<file path="config.mk">
export PLATFORM = sky130hd
export DESIGN_NAME = pc_fetch_unit
export DESIGN_NICKNAME = d
export VERILOG_FILES = /design/src/rtl/pc_fetch_unit.sv
export SDC_FILE = /design/constraint.sdc
export NUM_CORES = 1
export LEC_CHECK = 0
export ABC_CLOCK_PERIOD_IN_PS = 7500
export BUFFER_PORTS_ARGS = -buffer_cell sky130_fd_sc_hd__buf_2
export CAP_MARGIN = 20
export CORE_UTILIZATION = 58
export CTS_CLUSTER_SIZE = 12
export DETAILED_ROUTE_END_ITERATION = 7
export GPL_ROUTABILITY_DRIVEN = 1
export PLACE_DENSITY = 0.95
export SLEW_MARGIN = 15
export SYNTH_ARGS = -nofsm -noshare
export SYNTH_HDL_FRONTEND = slang
export SYNTH_SLANG_ARGS = --single-unit
</file>
<file path="constraint.sdc">
create_clock -name clk -period 7.5 [get_ports clk]
set_input_delay 0.75 -clock clk [delete_from_list [all_inputs] [get_ports clk]]
set_output_delay 0.75 -clock clk [all_outputs]
set_load 0.02 [all_outputs]
</file>
<file path="src/rtl/pc_fetch_unit.sv">
// Instruction-fetch stage: owns the PC, fetches over a req/ack handshake and
// holds the fetched word for the decoder until the core asks for the next one.
module pc_fetch_unit #(
  parameter int                ADDR_W   = 32,
  parameter logic [ADDR_W-1:0] RESET_PC = 32'h0000_3000
) (
  input  logic              clk,
  input  logic              rst,
  output logic              imem_req,
  output logic [ADDR_W-1:0] imem_addr,
  input  logic              imem_ack,
  input  logic [31:0]       imem_rdata,
  output logic [31:0]       inst,
  output logic [5:0]        INSTop,
  output logic [5:0]        funct,
  output logic              inst_valid,
  output logic [ADDR_W-1:0] pc,
  output logic [ADDR_W-1:0] pc_plus4,
  input  logic              advance,
  input  logic [1:0]        AddrSrc,
  input  logic              br_taken,
  input  logic [31:0]       reg_target,
  output logic              misalign,
  output logic [31:0]       inst_count
);

  typedef enum logic [1:0] {
    BOOT  = 2'd0,
    FETCH = 2'd1,
    HOLD  = 2'd2
  } state_t;

  state_t            state_r;
  logic [ADDR_W-1:0] pc_r;
  logic [ADDR_W-1:0] pc_plus4_r;
  logic [31:0]       inst_r;
  logic              inst_valid_r;
  logic              imem_req_r;
  logic              misalign_r;
  logic [31:0]       inst_count_r;

  logic [ADDR_W-1:0] br_off_s;
  logic [ADDR_W-1:0] next_pc_s;
  logic              mis_s;

  // Word offset of a branch: sign-extended imm16 scaled by four.
  assign br_off_s = {{(ADDR_W-18){inst_r[15]}}, inst_r[15:0], 2'b00};

  // Next-PC selection from the held instruction and the decoder's source select.
  always_comb begin
    next_pc_s = pc_plus4_r;
    mis_s     = 1'b0;
    case (AddrSrc)
      2'b00: next_pc_s = pc_plus4_r;
      2'b01: begin
        if (br_taken) begin
          next_pc_s = pc_plus4_r + br_off_s;
        end else begin
          next_pc_s = pc_plus4_r;
        end
      end
      2'b10: next_pc_s = {pc_plus4_r[ADDR_W-1:28], inst_r[25:0], 2'b00};
      2'b11: begin
        next_pc_s = {reg_target[ADDR_W-1:2], 2'b00};
        mis_s     = |reg_target[1:0];
      end
      default: next_pc_s = pc_plus4_r;
    endcase
  end

  // Fetch sequencer with all visible outputs registered alongside the state.
  always_ff @(posedge clk or negedge rst) begin
    if (!rst) begin
      state_r      <= BOOT;
      pc_r         <= RESET_PC;
      pc_plus4_r   <= RESET_PC + ADDR_W'(32'd4);
      inst_r       <= 32'd0;
      inst_valid_r <= 1'b0;
      imem_req_r   <= 1'b0;
      misalign_r   <= 1'b0;
      inst_count_r <= 32'd0;
    end else begin
      misalign_r <= 1'b0;
      case (state_r)
        BOOT: begin
          state_r    <= FETCH;
          imem_req_r <= 1'b1;
        end
        FETCH: begin
          if (imem_ack) begin
            inst_r       <= imem_rdata;
            inst_valid_r <= 1'b1;
            imem_req_r   <= 1'b0;
            state_r      <= HOLD;
          end
        end
        HOLD: begin
          // Retire the held instruction and launch the fetch of its successor.
          if (advance) begin
            pc_r         <= next_pc_s;
            pc_plus4_r   <= next_pc_s + ADDR_W'(32'd4);
            inst_count_r <= inst_count_r + 32'd1;
            misalign_r   <= mis_s;
            inst_valid_r <= 1'b0;
            imem_req_r   <= 1'b1;
            state_r      <= FETCH;
          end
        end
        default: begin
          state_r      <= BOOT;
          inst_valid_r <= 1'b0;
          imem_req_r   <= 1'b0;
        end
      endcase
    end
  end

  assign imem_req   = imem_req_r;
  assign imem_addr  = pc_r;
  assign inst       = inst_r;
  assign INSTop     = inst_r[31:26];
  assign funct      = inst_r[5:0];
  assign inst_valid = inst_valid_r;
  assign pc         = pc_r;
  assign pc_plus4   = pc_plus4_r;
  assign misalign   = misalign_r;
  assign inst_count = inst_count_r;

endmodule

</file>
[After elaboration in Yosys (flattened, before gate mapping)]
Cells that the tools add are included.
Word-level totals
  register bits after elaboration: 133
  input port bits: 71
  output and inout bits: 175
  logic and storage cells: 40
Operators by class
  $add $sub $neg: 3
  eq/ne operators: 7
  mux-type cells: 14
  bitwise logic cells: 1
  reduce and logical (&&, ||, !) cells: 7
Operator list (number)
  $pmux W32 S4: 1
  $add A32 B1 Y32 const B: 1
  $add A32 B3 Y32 const B: 1
  $add A32 B32 Y32: 1
  $mux W32: 1
  $mux W1: 7
  $eq A2 B2 Y1 const B: 3
  $pmux W1 S3: 2
  $pmux W2 S3: 1
  $reduce_and A2 Y1: 3
  $eq A2 B1 Y1 const B: 2
  $logic_not A2 Y1: 2
  $mux W2: 2
  $ne A2 B2 Y1 const B: 2
  $reduce_and A3 Y1: 1
  $reduce_or A2 Y1: 1
  $not A1 Y1: 1

[Depth between registers and ports, before layout]
  word-level depth: 4
  depth in mapped cells: 16
  depth with buffers taken out: 16

[Worst setup path before layout]
Ideal clock, no wire load.
  path kind: register to register
  start: register pc_plus4_r[2], in the netlist pc_plus4[2]
  end: register pc_plus4_r[31], in the netlist pc_plus4[31]
  library setup time: 0.124 ns
  arrival time: 3.589 ns
  data required time: 7.376 ns
  path slack: 3.787 ns
  cell stages (with the launch flop): 14
  buffers on the path: 0
  clock period less this slack: 3.713 ns
  cells stage by stage: dfstp_2 ha_1 inv_1 fa_1 nor2b_1 o21a_2 o21ai_0 a211oi_4 o21ai_2 or4b_4 or4_4 nor2_2 a211oi_1 a211o_1
Between the ends
  word-level cells in the longest chain between the ends: 4
Ends and longest elaborated chain
  start: declaration: line 35  | logic [ADDR_W-1:0] pc_plus4_r;
  start signal: assignment: line 76  | pc_plus4_r <= RESET_PC + ADDR_W'(32'd4);
  start signal: assignment: line 101  | pc_plus4_r <= next_pc_s + ADDR_W'(32'd4);
  $add A32 B32 Y32: line 57  | next_pc_s = pc_plus4_r + br_off_s;
  $mux W32: line 56  | if (br_taken) begin
  $pmux W32 S4 *: line 53  | case (AddrSrc)
  $add A32 B3 Y32 *: line 101
Every way passes the cells marked *; elsewhere a longest branch is shown, timed or not.
A chain may end at the register's enable or synchronous reset.

[Worst setup path after layout]
  start: register pc_plus4_r[2], in the netlist pc_plus4[2]
  end: register pc_plus4_r[30], in the netlist pc_plus4[30]
Same word-level chain as after synthesis.

==> metrics.cfg <==
[layout]
nNetsFinal=1334
area_delta_synth_final_pct=16.1
drive_gt1_share_pct=27.8
stdcell_count=1455
diodes=0

[critical_path]
cp-start-kind=register
arrival_ns=4.93
worst_r2r_endpoint=pc_plus4[30]
rr_startpoint=pc_plus4[2]
path_class=reg -> reg
path_max_fanout=8
crit_required_ns=7.77
r2r_setup_slack_ns=2.85
worstRegToRegCells=13
cp-end-kind=register

[routing]
dr_total_vias=9270
route.detailed.wl_per_inst_microns=20.5
drt-total-wl_microns=29800
vias_per_cell=6.37
dr.pass1.iters=6
ant_nets=0
drtIter0Drc=1055
drc_errors=0

[logic_synthesis]
synth_xor_area_share_pct=6.21
synthMuxAreaShare_pct=4.83
synth_seq_cells=130
synth_area_per_cell_sq_um=8.60
synth_nets=1169
yosysTopAreaCell=dfrtp_1
ys_seq_area_share_pct=35.5
synthAdderAreaFrac_pct=4.45
synthFlopType=dfrtp_1
syn_inst=1066
synth.distinct_cells=89
synthArstFlopShare_pct=100
ys_warn_count=0
synth_edf_count=0
synth_top_family_by_area=compound AO/OA/AOI/OAI gates
yosys.cell_count.top_type=nand2_1
netlist_top_cells_count=171 x nand2_1, 125 x dfrtp_1, 80 x o21ai_0, 62 x nor2_1, 56 x a21oi_1
synthesis.area_sq_um=9170
synth.area.top_cells=dfrtp_1 34%, nand2_1 7.0%, o21ai_0 4.4%, buf_4 4.3%, ha_1 4.2%
synth_compound_area_share_pct=20.6
synth-simple-area-share_pct=20.4
synth_top_area_share_pct=34.1

[timing]
final_hold_viol_count=0
fmax_ghz=0.215
finalCriticalPeriod_ns=4.65
relSlewSlack_pct=35.3
fin_crit_sh_pct=62.0
slew_violations=0
setup_ws_ns=2.85
clock-skew-final_ns=0.00802
worst_hold_slack_ns=0.339
worst_pin_slew_ns=0.969
setup_violations=0
rsz0062_at_grt=false
setup_tns_ns=0

[die]
start_util_pct=59.9
die_w_microns=128
fp-row-count=45
core-area_sq_um=15300
fp.dieH_microns=128
die_area_sq_um=16300
ios=246

[power_and_ir_drop]
p_clk_share_pct=15.8
p_per_area_nw_per_um2=470
finalPower_mw=5.01
switching_share_pct=51.5
ir_drop_mv=0.271
combinationalPowerShare_pct=58.0
pwr-share-seq_pct=26.2
p_leak_nw=5.07
power_switching_mw=2.58
intPower_mw=2.43

[cts]
cts.sinks=130
cts.path.max_buffers=2
cts_inserted_buffers=17
cts.clk_slew.worst_paths_ns=0.06
h-tree-depth=4
post_cts_buffers=0
worstSkewPairLatency_ns=0.43
root_buffer=clkbuf_16
post_cts_resized=0
cts_tree=done
ctsHoldBuffers=0

[placed_design]
gp_congestion=0.990
io_buffers=245
post-place-ws_ns=2.72
dp_hpwl_microns=21900
dp.cells=1423

[global_route]
grt_pass1_vias=8473
grt_pass1_wl_microns=46300
grt_max_degree=101
antenna_found_initial=0
grt_usage_pct=37.1
grt_overflow=0

[run_status]
status=finished clean

[flow_run]
max-cap-violations=0

[min_path]
holdCritPathClass=in -> async

## worst max-delay path, stage by stage (launching register included)
cell and delay [ns]:
dfstp_2 0.57, ha_1 0.19, inv_1 0.06, fa_1 0.40, nor2b_1 0.25, o21a_2 0.29, o21ai_0 0.23, a21o_1 0.29
a211oi_1 0.76, nand3b_1 0.29, or3b_1 0.50, nor4_1 0.35, xor2_1 0.23, o21ai_1 0.09
## logic make-up (layout without fill, tap and decap cells)
family,after synthesis,in the layout
buffers and inverters,132,310
DFF,130,130
and+or+nand+nor,386,386
adders and majority gates,32,32
muxes,40,40
xor gates and xnor gates,65,65
AOI/OAI and AO/OA,281,281
## registers in the layout (all words and copies together) (netlist names)
name        flops
state_r         1
imem_req        1
inst           32
pc_plus4       30
inst_count     32
imem_addr      32
misalign        1
inst_valid      1
## cell usage in the layout (no fill, tap or decap), types with 7 or more instances in the layout
master	instances
dfrtp_1	125
buf_2	244
xor2_1	22
nor2_1	61
o21a_1	7
nor4_1	9
a21o_1	14
a21oi_1	56
inv_1	26
nand4_1	24
a221o_1	8
a221oi_1	12
clkbuf_16	17
nor3b_1	8
ha_1	31
nor3_1	18
a31oi_1	7
mux2_2	34
a211oi_1	13
and3_1	9
o21ai_0	80
o211ai_1	9
nor2b_1	7
nand2b_1	8
xnor2_1	43
nand2_1	171
nand3_1	24
## final cells by class
class,count,area (sq um)
Clock inverter,12,110
Clock buffer,20,447
Inverter,27,101
Multi-Input combinational cell,804,5180
Sequential cell,130,3260
Fill cell,1217,4670
Timing Repair Buffer,251,1280
Tap cell,211,264
## worst max path at each step
| stage | to | slack (ns) | start |
|---|---|---|---|
| floorplan | pc_plus4[31] | 3.79 | pc_plus4[2] |
| global placement | pc_plus4[31] | 2.92 | AddrSrc[1] |
| detailed placement | pc_plus4[31] | 2.72 | AddrSrc[1] |
| CTS | pc_plus4[30] | 3.05 | inst[1] |
| global route | pc_plus4[30] | 2.69 | inst[15] |
| finish | pc_plus4[30] | 2.85 | pc_plus4[2] |
## routing by layer
| layer | wire length, microns | global-route usage, % | share of wire, % |
|---|---|---|---|
| met5 | 0 | 0 | 0 |
| met4 | 1400 | 16.9 | 4.7 |
| met3 | 2900 | 7.64 | 9.7 |
| met2 | 13900 | 59.5 | 47 |
| met1 | 11600 | 48.3 | 39 |
## power by group through the flow
stage | clock network, mW | logic [mW] | registers (mW)
2_1_floorplan | 0 | 1.85 | 1.49
3_3_place_gp | 0 | 2.78 | 1.29
3_5_place_dp | 0 | 2.83 | 1.30
4_1_cts | 0.794 | 2.85 | 1.29
5_1_grt | 0.823 | 3.13 | 1.33
6_report | 0.792 | 2.90 | 1.31
## per-stage QoR
| stage | utilization, % | instance area (sq um) |
|---|---|---|
| 6_report | 69.5 | 10600 |
| 2_1_floorplan | - | 9170 |
| 4_1_cts | 69.5 | 10600 |
| 5_1_grt | 69.5 | 10600 |
| 3_5_place_dp | 65.8 | 10100 |
| 3_3_place_gp | 65.8 | 10100 |
Power figures use the tool's default switching activity.
